$ cat src/rtl/adder_share_sched.sv
`default_nettype none
//-----------------------------------------------------------------------------
// Module  : adder_share_sched
// Purpose : Round-robin sequencer sharing one 4-bit adder and one
//           seven-segment decoder between two operand requesters. A grant
//           drives the winner's operands to the adder. The result is captured
//           and shown as the sum for DWELL cycles, then as the carry for
//           DWELL cycles.
// Ports   : clk, rst_n (sync, active-low)
//           req0/a0/b0/cin0, req1/a1/b1/cin1 : requester inputs
//           gnt0/gnt1                        : one-cycle grant pulses
//           add_a/add_b/add_cin -> adder, add_sum/add_cout <- adder
//           disp_val/disp_sel/disp_src       : display value, phase, source
//           busy                             : high outside IDLE
// Options : SKIP_ZERO_COUT_EN - skip the carry phase when the carry is 0
// Rev     : 1.0 - initial release
//-----------------------------------------------------------------------------
module adder_share_sched #(
   parameter int DWELL = 50000000,
   parameter int CW    = 26
) (
   input  logic       clk,
   input  logic       rst_n,
   input  logic       req0,
   input  logic [3:0] a0,
   input  logic [3:0] b0,
   input  logic       cin0,
   input  logic       req1,
   input  logic [3:0] a1,
   input  logic [3:0] b1,
   input  logic       cin1,
   output logic       gnt0,
   output logic       gnt1,
   output logic [3:0] add_a,
   output logic [3:0] add_b,
   output logic       add_cin,
   input  logic [3:0] add_sum,
   input  logic       add_cout,
   output logic [3:0] disp_val,
   output logic       disp_sel,
   output logic       disp_src,
   output logic       busy
);

   localparam logic [1:0] c_IDLE      = 2'd0;
   localparam logic [1:0] c_ISSUE     = 2'd1;
   localparam logic [1:0] c_SHOW_SUM  = 2'd2;
   localparam logic [1:0] c_SHOW_COUT = 2'd3;

   localparam logic [CW-1:0] c_DWELL_LAST = CW'(DWELL - 1);
   localparam logic [CW-1:0] c_CNT_ONE    = CW'(1);

   logic [1:0]    r_state;
   logic          r_last;
   logic          r_gnt0;
   logic          r_gnt1;
   logic [3:0]    r_add_a;
   logic [3:0]    r_add_b;
   logic          r_add_cin;
   logic [3:0]    r_res_sum;
   logic          r_res_cout;
   logic          r_src;
   logic [CW-1:0] r_cnt;

   logic w_pick;
   logic w_any_req;
   logic w_cnt_done;

   // Under contention the requester that was not served last wins;
   // otherwise the single active requester is taken.
   assign w_any_req  = req0 | req1;
   assign w_pick     = (req0 & req1) ? ~r_last : req1;
   assign w_cnt_done = (r_cnt == c_DWELL_LAST);

   always_ff @(posedge clk) begin
      if (!rst_n) begin
         r_state    <= c_IDLE;
         r_last     <= 1'b1;
         r_gnt0     <= 1'b0;
         r_gnt1     <= 1'b0;
         r_add_a    <= 4'd0;
         r_add_b    <= 4'd0;
         r_add_cin  <= 1'b0;
         r_res_sum  <= 4'd0;
         r_res_cout <= 1'b0;
         r_src      <= 1'b0;
         r_cnt      <= '0;
      end else begin
         r_gnt0 <= 1'b0;
         r_gnt1 <= 1'b0;
         case (r_state)
            c_IDLE: begin
               if (w_any_req) begin
                  r_state   <= c_ISSUE;
                  r_last    <= w_pick;
                  r_src     <= w_pick;
                  r_gnt0    <= ~w_pick;
                  r_gnt1    <= w_pick;
                  r_add_a   <= w_pick ? a1   : a0;
                  r_add_b   <= w_pick ? b1   : b0;
                  r_add_cin <= w_pick ? cin1 : cin0;
               end
            end
            c_ISSUE: begin
               // Operands have been stable for a full cycle; the adder
               // output is settled at this closing edge.
               r_res_sum  <= add_sum;
               r_res_cout <= add_cout;
               r_cnt      <= '0;
               r_state    <= c_SHOW_SUM;
            end
            c_SHOW_SUM: begin
               if (w_cnt_done) begin
                  r_cnt <= '0;
`ifdef SKIP_ZERO_COUT_EN
                  r_state <= r_res_cout ? c_SHOW_COUT : c_IDLE;
`else
                  r_state <= c_SHOW_COUT;
`endif
               end else begin
                  r_cnt <= r_cnt + c_CNT_ONE;
               end
            end
            c_SHOW_COUT: begin
               if (w_cnt_done) begin
                  r_cnt   <= '0;
                  r_state <= c_IDLE;
               end else begin
                  r_cnt <= r_cnt + c_CNT_ONE;
               end
            end
            default: r_state <= c_IDLE;
         endcase
      end
   end

   assign gnt0     = r_gnt0;
   assign gnt1     = r_gnt1;
   assign add_a    = r_add_a;
   assign add_b    = r_add_b;
   assign add_cin  = r_add_cin;
   assign disp_src = r_src;
   assign busy     = (r_state != c_IDLE);
   // The last sum stays on the display while idle.
   assign disp_sel = (r_state == c_SHOW_COUT);
   assign disp_val = disp_sel ? {3'b000, r_res_cout} : r_res_sum;

endmodule
`default_nettype wire

$ cat config.mk
export PLATFORM = sky130hd
export DESIGN_NAME = adder_share_sched
export DESIGN_NICKNAME = d
export VERILOG_FILES = /design/src/rtl/adder_share_sched.sv
export SDC_FILE = /design/constraint.sdc
export NUM_CORES = 1
export LEC_CHECK = 0
export ABC_AREA = 1
export BUFFER_PORTS_ARGS = -buffer_cell sky130_fd_sc_hd__buf_2
export CAP_MARGIN = 40
export CORE_MARGIN = 3
export CORE_UTILIZATION = 59
export DETAILED_ROUTE_END_ITERATION = 10
export GPL_TIMING_DRIVEN = 0
export PLACE_DENSITY_LB_ADDON = 0.1
export SETUP_SLACK_MARGIN = 0.1
export SLEW_MARGIN = 15
export SYNTH_ARGS = -nofsm -noshare
export SYNTH_HDL_FRONTEND = slang
export SYNTH_SLANG_ARGS = --single-unit
$ cat constraint.sdc
create_clock -name clk -period 3.4 [get_ports clk]
set_input_delay 0.68 -clock clk [delete_from_list [all_inputs] [get_ports clk]]
set_output_delay 0.68 -clock clk [all_outputs]
set_load 0.02 [all_outputs]
==> impl_metrics.tcl <==
set metrics [dict create \
    outcome "finished clean" \
    fin_skew_ps 4.14 \
    cts_setup_buffers 0 \
    p_leak_uw 0.00112 \
    grt_pass1_wl_um 8710 \
    portBuffers 43 \
    tns_ps 0 \
    clk_latency_ps 290 \
    path_class "flop to output port" \
    power_density_mw_per_mm2 615 \
    yosys.area.top_type "dfxtp_1" \
    min_path_type "flop to flop" \
    rr_startpoint "r_state[0]$_SDFFE_PN0P_" \
    cts.repair.resized 0 \
    yosys-top-cells-area "dfxtp_1 (39%), nand2_1 (11%), nor2_1 (8.5%)" \
    min-delay-start "r_res_sum[1]$_SDFFE_PN0N_" \
    syn_inst 326 \
    netSwitchingPower_uw 630 \
    r2r.worst_path.cells 8 \
    root_buffer "clkbuf_8" \
    synth_top_area_share_pct 39.3 \
    cts_buffers 5 \
    drv_slew 0 \
    ys_types 29 \
    r2r_slack_ps 1550 \
    finalHoldViolCount 0 \
    cp-end-kind "output port" \
    grt-ovfl-total 0 \
    clock_sinks 46 \
    period_minus_slack_ps 2450 \
    wl_per_cell_um 11.8 \
    synth-edff-count 0 \
    fill_cells 326 \
    detail_route.vias_per_cell 5.08 \
    crit_arrival_ps 1770 \
    grtUsageTotal_pct 21.9 \
    cts_tree "built" \
    die_area_sq_mm 0.00477 \
    drt-initial-drc-count 82 \
    row_count 22 \
    maxCapViolations 0 \
    hold_end "r_res_sum[1]$_SDFFE_PN0N_" \
    syn-num-nets 359 \
    multiInputGateArea_sq_mm 0.00126 \
    rr_endpoint "r_cnt[17]$_SDFFE_PN0N_" \
    cp_max_fo 10 \
    worstPathRequired_ps 2720 \
    intPower_uw 1050 \
    fin_hold_ws_ps 460 \
    ys_ff_latch 46 \
    n_antenna_cell 0 \
    fmax_mhz 408 \
    synth_warnings 0 \
    power_frac_clock_pct 23.7 \
    drive_above_1_share_pct 21.8 \
    gp_congestion 0.928 \
    worstSetupStartpointType "flop" \
    final_nets 409 \
    antenna_found_initial 0 \
    ys.flop_type "dfxtp_1" \
    hold_buffers 0 \
    ys_seq_area_share_pct 39.3 \
    comb_power_share_pct 36.1 \
    drc_errors 0 \
    ys_async_sr_fraction_pct 0 \
    vias 2161 \
    grtUsageMet1_pct 26.6 \
    area_delta_synth_final_pct 16.3 \
    setup_viol 0 \
    worst_pin_slew_ps 453 \
    drt_wl_total_um 5030 \
    ios 45 \
    clock_path_buffers 2 \
    syn_area_per_cell_sq_um 7.20 \
    hpwl_um 3800 \
    seqCellArea_sq_um 921 \
    rsz0062_at_grt "no" \
    gr-usage-met2_pct 36.3 \
    grt_pass1_vias 2077 \
    swShare_pct 37.6 \
    seq_power_share_pct 40.2 \
    hold_path_depth 2 \
    die-height_um 69.1 \
    grt_max_degree 14 \
    fp.coreArea_sq_mm 0.00374 \
    start_util_pct 62.7 \
    grt_util_met3_pct 5.25 \
    dieWidth_um 69.1 \
    busiest_layer "met2" \
    period_share_pct 72.1 \
    dr.pass1.iters 4 \
    ir_drop_mv 0.413 \
    relSlewSlack_pct 69.8 \
    h-tree-depth 2 \
    clkTransAtPathRegs_ps 80 \
    ant_nets 0 \
    synthesis.area_sq_mm 0.00235 \
]
[state kept, by name, indices dropped and copies added, names as in the netlist]
register / cells
add_cin: 1
gnt1: 1
r_res_cout: 1
r_last: 1
r_cnt: 26
gnt0: 1
add_b: 4
add_a: 4
disp_src: 1
r_state: 2
r_res_sum: 4
[metal layers]
metal | up-vias | wire, um | share of wire, %
li1 | 1147 | - | -
met1 | 959 | 2280 | 45
met2 | 45 | 2420 | 48
met3 | 10 | 224 | 4.5
met4 | 0 | 102 | 2.0
met5 | - | 0 | 0
[final cells by class]
| class | instances | area share [%] |
|---|---|---|
| well taps | 48 | 2.20 |
| clock inverters | 1 | 1.10 |
| plain buffers | 9 | 2.02 |
| multi-input cells | 242 | 46.2 |
| inverters | 29 | 3.99 |
| repair buffers | 43 | 7.89 |
| clock buffers | 7 | 2.80 |
| flip-flops and latches | 46 | 33.8 |
[placed cells by master, fill, tap and decap left out, types with 6 or more instances in the layout]
cell and instances:
nand2_1 69, nor2_1 53, dfxtp_1 46, buf_2 45, inv_1 28, nand3_1 19
o21ai_0 17, nor2_2 16, xor2_1 10, nand4_1 9, a31oi_1 9, nor3_1 7
clkbuf_1 6, a21oi_1 6, xnor2_1 6, ha_1 6
[synth_stat cells, types with 5 or more instances]
cell type / instances
nor3_1: 7
xnor2_1: 6
nor2_1: 53
nand2_2: 5
nand2_1: 69
xor2_1: 10
dfxtp_1: 46
nand4_1: 9
inv_1: 28
nor2_2: 16
o21ai_0: 17
a21oi_1: 6
nand3_1: 19
a31oi_1: 9
ha_1: 6
[cell families (layout without fill, tap and decap cells)]
| group | count (synthesis) | count (layout) | share of synthesized area [%] |
|---|---|---|---|
| simple gates | 185 | 185 | 36.3 |
| buf+inv | 38 | 89 | 6.99 |
| compound gates | 34 | 34 | 7.89 |
| xor+xnor | 16 | 16 | 5.97 |
| flops | 46 | 46 | 39.3 |
| fa+ha+maj | 6 | 6 | 3.20 |
| mux | 1 | 1 | 0.427 |
[worst max-delay path, cell delays in order (launching register included)]
cell	delay (ps)
dfxtp_1	380
inv_1	90
ha_1	230
inv_2	140
buf_1	380
buf_2	250
[metrics by stage]
step                std cells  power, uW  util, %  instance area [sq um]  setup slack [ps]
floorplan                 326       1120        -                   2350              1610
global placement          417       1280     70.0                   2620              1340
detailed placement        417       1300     70.0                   2620              1280
CTS                       425       1690     72.9                   2730               945
global route              425       1780     72.9                   2730               837
finish                    425       1680     72.9                   2730               948
[power by group through the flow]
| stage | Clock, uW | Combinational (uW) | Sequential (uW) |
|---|---|---|---|
| detailed placement | 0 | 611 | 686 |
| global route | 424 | 672 | 686 |
| finish | 397 | 605 | 675 |
| floorplan | 0 | 377 | 741 |
| global placement | 0 | 600 | 684 |
| CTS | 406 | 613 | 675 |
[worst max-delay path by stage]
stage | startpoint | to | slack, ps | cells after the start
finish | r_state[0]$_SDFFE_PN0P_ | busy | 950 | 5
global route | r_state[0]$_SDFFE_PN0P_ | busy | 840 | 5
CTS | r_state[0]$_SDFFE_PN0P_ | busy | 950 | 5
detailed placement | r_state[0]$_SDFFE_PN0P_ | busy | 1280 | 5
global placement | r_state[0]$_SDFFE_PN0P_ | busy | 1340 | 5
floorplan | r_state[0]$_SDFFE_PN0P_ | busy | 1610 | 4
Power figures use the tool's default switching activity.
